File: src/rtl/option_pkg.sv
// Shared definitions for the option-word stream decoder.
// Holds the tag encoding of an Option<uint<N>> word and the encoded-width
// helper (payload width plus one tag bit).
package option_pkg;

  localparam logic OPT_TAG_SOME = 1'b0;
  localparam logic OPT_TAG_NONE = 1'b1;

  // Width of an option-encoded word carrying a pw-bit payload.
  function automatic int enc_w(input int pw);
    return pw + 1;
  endfunction

endpackage

File: src/rtl/opt_ring_buf.sv
// Ring buffer holding decoded Some payloads.
// Ports:
//   clk_i, rst_i : clock, synchronous active-high reset (pointers/level only)
//   push, din    : write din at the tail (caller only pushes when legal)
//   pop          : drop the head entry (caller only pops when level > 0)
//   head         : payload at the read pointer (undefined while level = 0)
//   level        : entry count, 0..DEPTH
module opt_ring_buf #(
  parameter  int W     = 16,
  parameter  int DEPTH = 4,
  localparam int AW    = $clog2(DEPTH),
  localparam int LW    = AW + 1
) (
  input  logic          clk_i,
  input  logic          rst_i,
  input  logic          push,
  input  logic          pop,
  input  logic [W-1:0]  din,
  output logic [W-1:0]  head,
  output logic [LW-1:0] level
);

  logic [W-1:0]  mem [DEPTH];
  logic [AW-1:0] wptr;
  logic [AW-1:0] rptr;

  // Storage is deliberately not reset; level gates visibility instead.
  always_ff @(posedge clk_i) begin
    if (push) mem[wptr] <= din;
  end

  // DEPTH is a power of two, so pointer overflow is the modulo wrap.
  always_ff @(posedge clk_i) begin
    if (rst_i) begin
      wptr  <= '0;
      rptr  <= '0;
      level <= '0;
    end else begin
      if (push) wptr <= wptr + AW'(1);
      if (pop)  rptr <= rptr + AW'(1);
      case ({push, pop})
        2'b10:   level <= level + LW'(1);
        2'b01:   level <= level - LW'(1);
        default: level <= level;
      endcase
    end
  end

  assign head = mem[rptr];

endmodule

File: src/rtl/option_stream_decoder.sv
// Decodes a stream of option-encoded words: Some payloads are buffered,
// None words are counted (saturating), dropped Some payloads raise a sticky
// overflow flag. The buffer head is re-encoded as an option word.
// Ports:
//   clk_i, rst_i  : clock, synchronous active-high reset
//   opt_i         : {tag, payload}, tag 0 = Some, 1 = None
//   opt_valid_i   : opt_i present this cycle (no backpressure)
//   ready_i       : consumer pops the head this cycle
//   output__      : head as option word; None when empty
//   level_o       : entry count
//   none_count_o  : accepted None words, saturating at 255
//   overflow_o    : sticky, a Some payload was dropped
module option_stream_decoder
  import option_pkg::*;
#(
  parameter  int PAYLOAD_W = 16,
  parameter  int DEPTH     = 4,
  localparam int EW        = enc_w(PAYLOAD_W),
  localparam int LW        = $clog2(DEPTH) + 1
) (
  input  logic          clk_i,
  input  logic          rst_i,
  input  logic [EW-1:0] opt_i,
  input  logic          opt_valid_i,
  input  logic          ready_i,
  output logic [EW-1:0] output__,
  output logic [LW-1:0] level_o,
  output logic [7:0]    none_count_o,
  output logic          overflow_o
);

  logic                 is_some;
  logic                 is_none;
  logic                 full;
  logic                 pop;
  logic                 push;
  logic [PAYLOAD_W-1:0] head;

  assign is_some = opt_valid_i && (opt_i[PAYLOAD_W] == OPT_TAG_SOME);
  assign is_none = opt_valid_i && (opt_i[PAYLOAD_W] == OPT_TAG_NONE);
  assign full    = (level_o == LW'(DEPTH));
  assign pop     = ready_i && (level_o != '0);
  // A pop in the same cycle frees the slot, so a full buffer still accepts.
  assign push    = is_some && (!full || pop);

  opt_ring_buf #(.W(PAYLOAD_W), .DEPTH(DEPTH)) u_buf (
    .clk_i (clk_i),
    .rst_i (rst_i),
    .push  (push),
    .pop   (pop),
    .din   (opt_i[PAYLOAD_W-1:0]),
    .head  (head),
    .level (level_o)
  );

  always_ff @(posedge clk_i) begin
    if (rst_i) begin
      none_count_o <= '0;
      overflow_o   <= 1'b0;
    end else begin
      if (is_none && none_count_o != 8'hFF) none_count_o <= none_count_o + 8'd1;
      if (is_some && !push)                 overflow_o   <= 1'b1;
    end
  end

  // Registered state only: an empty buffer never exposes stale storage.
  assign output__ = (level_o != '0) ? {OPT_TAG_SOME, head}
                                    : {OPT_TAG_NONE, {PAYLOAD_W{1'b0}}};

endmodule

File: config.mk
export PLATFORM = sky130hd
export DESIGN_NAME = option_stream_decoder
export DESIGN_NICKNAME = d
export VERILOG_FILES = /design/src/rtl/option_pkg.sv /design/src/rtl/opt_ring_buf.sv /design/src/rtl/option_stream_decoder.sv
export SDC_FILE = /design/constraint.sdc
export NUM_CORES = 1
export LEC_CHECK = 0
export BUFFER_PORTS_ARGS = -buffer_cell sky130_fd_sc_hd__buf_2
export CAP_MARGIN = 20
export CORE_MARGIN = 10
export CORE_UTILIZATION = 55
export CTS_CLUSTER_DIAMETER = 150
export DETAILED_ROUTE_END_ITERATION = 8
export PLACE_DENSITY = 0.77
export SYNTH_ARGS = -nofsm -noshare
export SYNTH_HDL_FRONTEND = slang
export SYNTH_SLANG_ARGS = --single-unit
File: constraint.sdc
create_clock -name clk_i -period 2.4 [get_ports clk_i]
set_input_delay 0.12 -clock clk_i [delete_from_list [all_inputs] [get_ports clk_i]]
set_output_delay 0.12 -clock clk_i [all_outputs]
set_load 0.05 [all_outputs]
# Word-level counts from Yosys, hierarchy flattened
# Memories as Yosys holds them, arrays and structs flattened. A register that Yosys moved wholly into a read port is not among the register bits.
# Cells that the tools add are included.
[op_classes] n_addsub=5 eq_ne=4 muxes=6 n_bitwise=1 reduce_logical=11
[op_table] operator="$mux W17" n=1
[op_table] operator="$add A8 B1 Y8 const B" n=1
[op_table] operator="$ne A8 B8 Y1 const B" n=1
[op_table] operator="$logic_and A1 B1 Y1" n=6
[op_table] operator="$pmux W3 S2" n=1
[op_table] operator="$add A2 B1 Y2 const B" n=2
[op_table] operator="$mux W2" n=2
[op_table] operator="$add A3 B1 Y3 const B" n=1
[op_table] operator="$eq A3 B3 Y1 const B" n=1
[op_table] operator="$reduce_bool A3 Y1" n=1
[op_table] operator="$sub A3 B1 Y3 const B" n=1
[op_table] operator="$eq A2 B1 Y1 const B" n=1
[op_table] operator="$eq A2 B2 Y1 const B" n=1
[op_table] operator="$logic_not A1 Y1" n=2
[op_table] operator="$mux W1" n=2
[op_table] operator="$reduce_bool A2 Y1" n=1
[op_table] operator="$logic_or A1 B1 Y1" n=1
[op_table] operator="$not A1 Y1" n=1
[word_totals] register_bits=16 ramBits=64 in_bits=21 out_inout_bits=29 wordCells=33 memories=1
[mem_list] name="u_buf.mem" depth=4 width=16 rd=1 rd_clocked_by_memory_dff=1 write_ports=1 line_no="opt_ring_buf.sv:23" source="logic [W-1:0] mem [DEPTH];"

# Logic depth before layout (Yosys ltp)
[depth] depth_word=6 ltp_mapped=9 ltp_nobuf=9

# By module
# From an unflattened synthesis, not the netlist that was laid out.
[hier_totals] cells_unflattened=198 area_unflattened_um2=3405.8
[by_module_without_submodules] module="opt_ring_buf" n_inst=1 cells_per_inst=125 area_each_um2=2758.9
[by_module_without_submodules] module="option_stream_decoder" n_inst=1 cells_per_inst=73 area_each_um2=646.9

# Least setup slack after synthesis
# Ideal clock, no wire load.
[synth_path] path_kind="reg2reg" from="register u_buf.level[2]" to="register u_buf.level[2]" setup_time_ns=0.070 arrival_ns=2.416 required_time_ns=2.330 setup_slack_ns=-0.086 stages_incl_launch_ff=10 synth_period_minus_slack_ns=2.486 cell_sequence="dfxtp_1 -> nor4b_2 -> nor3b_4 -> inv_1 -> ha_1 -> inv_1 -> fa_1 -> xor2_1 -> or3_1 -> a21oi_1"
[synth_via] elab_chain_len=6 elab_cells_between_ends=12
[synth_lines] item="start: declaration" line_no="opt_ring_buf.sv:20" source="output logic [LW-1:0] level"
[synth_lines] item="start signal: assignment" line_no="opt_ring_buf.sv:42" source="2'b10: level <= level + LW'(1);"
[synth_lines] item="start signal: assignment" line_no="opt_ring_buf.sv:43" source="2'b01: level <= level - LW'(1);"
[synth_lines] item="start signal: assignment" line_no="opt_ring_buf.sv:44" source="default: level <= level;"
[synth_lines] item="$eq A3 B3 Y1 or $reduce_bool A3 Y1 (tied branches)" line_no="option_stream_decoder.sv:41, option_stream_decoder.sv:42"
[synth_lines] item="$logic_not A1 Y1 or $logic_and A1 B1 Y1 (tied branches)" line_no="option_stream_decoder.sv:44, option_stream_decoder.sv:42"
[synth_lines] item="$logic_or A1 B1 Y1" line_no="option_stream_decoder.sv:44" source="assign push = is_some && (!full || pop);"
[synth_lines] item="$logic_and A1 B1 Y1" line_no="option_stream_decoder.sv:44"
[synth_lines] item="$eq A2 B1 Y1 or $eq A2 B2 Y1 (tied branches)" line_no="opt_ring_buf.sv:41" source="case ({push, pop})"
[synth_lines] item="$pmux W3 S2 or $reduce_bool A2 Y1 (tied branches)"
# Parallel ways exist; a longest one is shown, timed or not.
# A chain may end at the register's enable or synchronous reset.

# Worst setup path in the final report
[layout_path] from="register u_buf.level[0]" to="register u_buf.level[2]"
# The elaborated chain is that of the path after synthesis.

==> metrics <==
Worst Hold Class primary input to flop; Slew @ Worst Pin 321 ps; leading area contributor after synthesis edfxtp_1; Rel. slew slack 78.5%; sequential share of power 40.0%; Residual DRC 0; cell-internal power 2.50 mW; Tot Pwr 4.14 mW; Worst path max stage delay 380 ps; CP Capture Type flop; placed insts 330; clock sink count 82; core area 0.00592 mm²; vias per std cell 5.24; PortBufs 49; GRT Overall Usage 12.5%; post-synthesis compound-gate area fraction 1.71%; switch share 39.7%; count of final hold-check violations 0; row count 28; Die Span X 98.2 µm; number of global-route vias before repair 1,934; average cell area after synthesis 16.4 µm²; worst r2r src u_buf.level[0]$_SDFFE_PP0P_; Pwr Density 1030 mW/mm²; Root Driver clkbuf_8; CP Cell Sequence nor4b_4 -> nor3b_4 -> inv_1 -> ha_1 -> inv_1 -> fa_1 -> xor2_1 -> or3_1 -> a21oi_1; Clock Tree Buf Depth 2; Mapped Cells 205; WHS Endpoint u_buf.mem[1][9]$_DFFE_PP_; largest family of logic cells by synthesized area simple AND/OR/NAND/NOR gates; Post-Synth XOR/XNOR Area 1.56%; Synth cell types 38; RSZ-0062 raised after global routing no; post-synth top area share 57.2%; most frequent cells in the layout 64 x edfxtp_1, 49 x buf_2, 19 x nor2_1, 17 x dfxtp_1; max cap viols 0; hold path startpoint opt_i[9]; Switching Power 1.64 mW; worst reg-to-reg setup slack 220 ps; min Tclk post-route 2180 ps; startpoint types flop; synth top area cells edfxtp_1 57%, dfxtp_1 11%, mux4_2 11%; most common cell after layout, fill and taps aside edfxtp_1; CP max FO 7; ant diodes 0; CTS clock-pin slew for the worst setup and hold paths 80 ps; fraction of registers with async set/reset 0%; Final setup viols 0; layout cells sized above 1 34.4%; Worst path most repeated cell inv_1; Final Util 67.5%; Seq/Total Area, Yosys 67.9%; gr ovfl total 0; Starting Density 56.8%; Ys Warns 0; outcome complete, no violations; mux share of post-synthesis cell area 11.6%; DRT iter0 DRCs 94; FF-to-FF End u_buf.level[2]$_SDFFE_PP0P_; Die ar. 0.00964 mm²; Yosys reg bits 82; largest net degree at the start of global routing 19; clk_skew 6.67 ps; Post-Syn Nets 233; max-slew violations 0; multi-input combinational cell area 1000 µm²; Post-synth top flop edfxtp_1; Register Area 0.00228 mm²; setup TNS 0 ps; die span in y 98.2 µm; cell leakage power 1.45 nW; fmax 459 MHz; CP max stage cell nor4b_4; Initial DRT Pass Iterations 4; Placer Congestion 0.790; Hold WS 4.84 ps; detailed placement HPWL 4.17 mm; H-tree depth 3; adder-cell share of the synthesized area 2.83%; Logic pwr share 40.4%; area grow syn2layout 18.9%; Synth Cell Area 0.00336 mm²; Worst Reg-to-Reg Cells 9; Post-Synth Simple-Gate Area 11.8%; hold path depth 1; clock share of power 19.7%; # IOs 50; Critical Path AT 2440 ps; CTS tree built; period utilization 90.7%; Setup CP Type flop to flop; clk_lat worst skew 340 ps; first-pass GRT wire length 9.67 mm; non-filler cells, final 357; nets 306; filler instances 418; post-DR wirelength/cell 16.5 µm; Peak VDD IR 0.000544 V; antenna violations before repair 0; via count 1,872; Post-synth EDFFs 64; ANT nets after route 0; WL final 5.89 mm; Num CTS Buffers 9; worst endpoint required time 2670 ps
## stage by stage
step	worst slack (ps)	cell area (µm²)
2_1_floorplan	28.2	3360
3_3_place_gp	246	3710
3_5_place_dp	150	3710
4_1_cts	127	3990
5_1_grt	62.8	4000
6_report	223	4000
## synthesized netlist by cell type (2+ instances only)
library cell / count
nor3_1: 6
mux2i_1: 3
a21oi_1: 3
nand4_1: 2
dfxtp_1: 18
edfxtp_1: 64
inv_1: 8
xor2_1: 4
buf_2: 4
ha_1: 6
and2_1: 4
nor2_1: 19
nand3_1: 3
mux4_2: 16
xnor2_1: 2
clkbuf_1: 2
a31oi_1: 2
nand2_1: 4
nor2b_1: 16
## what timing repair did
item | CTS | global route
setup endpoints to repair | 0 | 1
setup buffers | 0 | 0
hold buffers | 12 | 0
resized for setup | 0 | 1
hold endpoints to repair | 45 | 0
## layer usage
metal  vias up  global-route usage (%)  part of all wire [%]
met5         -                       0                     0
met4         0                    6.62                   1.9
met3         9                    3.59                   5.2
met2        43                    20.1                    49
met1       906                    15.0                    44
li1        914                       -                     -
## critical path, delay by kind of cell (launching register included)
kind,cells,cell delay (ps)
adder cells (fa/ha/maj),2,540
buffers and inverters,2,130
flip-flops,1,340
AND/OR/NAND/NOR,3,790
XOR/XNOR,1,150
AO/OA/AOI/OAI,1,150
## logic make-up (layout without fill, tap and decap cells)
| kind of cell | count (synthesis) | in the layout |
|---|---|---|
| xor+xnor | 6 | 6 |
| simple gates | 66 | 66 |
| compound gates | 9 | 9 |
| buf+inv | 16 | 93 |
| flops | 82 | 82 |
| mux | 19 | 19 |
| fa+ha+maj | 7 | 7 |
## worst max-delay path by stage
stage	startpoint	end	slack, ps
after global routing	u_buf.level[0]$_SDFFE_PP0P_	u_buf.level[2]$_SDFFE_PP0P_	60
after CTS	u_buf.level[0]$_SDFFE_PP0P_	u_buf.level[2]$_SDFFE_PP0P_	130
final	u_buf.level[0]$_SDFFE_PP0P_	u_buf.level[2]$_SDFFE_PP0P_	220
after global placement	u_buf.level[0]$_SDFFE_PP0P_	u_buf.level[2]$_SDFFE_PP0P_	250
after floorplan	u_buf.level[0]$_SDFFE_PP0P_	u_buf.level[2]$_SDFFE_PP0P_	30
after detailed placement	u_buf.level[0]$_SDFFE_PP0P_	u_buf.level[2]$_SDFFE_PP0P_	150
## power groups by stage
stage / Sequential [mW] / Combinational (mW) / Clock (mW)
after floorplan: 1.77 / 1.24 / 0
after global placement: 1.68 / 1.66 / 0
after detailed placement: 1.68 / 1.68 / 0
after CTS: 1.65 / 1.70 / 0.833
after global routing: 1.66 / 1.79 / 0.896
final: 1.65 / 1.67 / 0.813
## sequential cells by signal (all words and copies together), names as in the netlist, named ones only
| signal | flops |
|---|---|
| none_count_o | 8 |
| overflow_o | 1 |
| u_buf.level | 3 |
| u_buf.mem | 64 |
| u_buf.rptr | 2 |
| u_buf.wptr | 2 |
## final cells by class
type	instances	area share, %
Sequential cell	82	57.1
Multi-Input combinational cell	107	25.0
Timing Repair Buffer	70	10.8
Clock buffer	9	3.10
Tap cell	75	2.35
Clock inverter	6	0.876
Inverter	8	0.751
(Power assumes the default switching activity.)
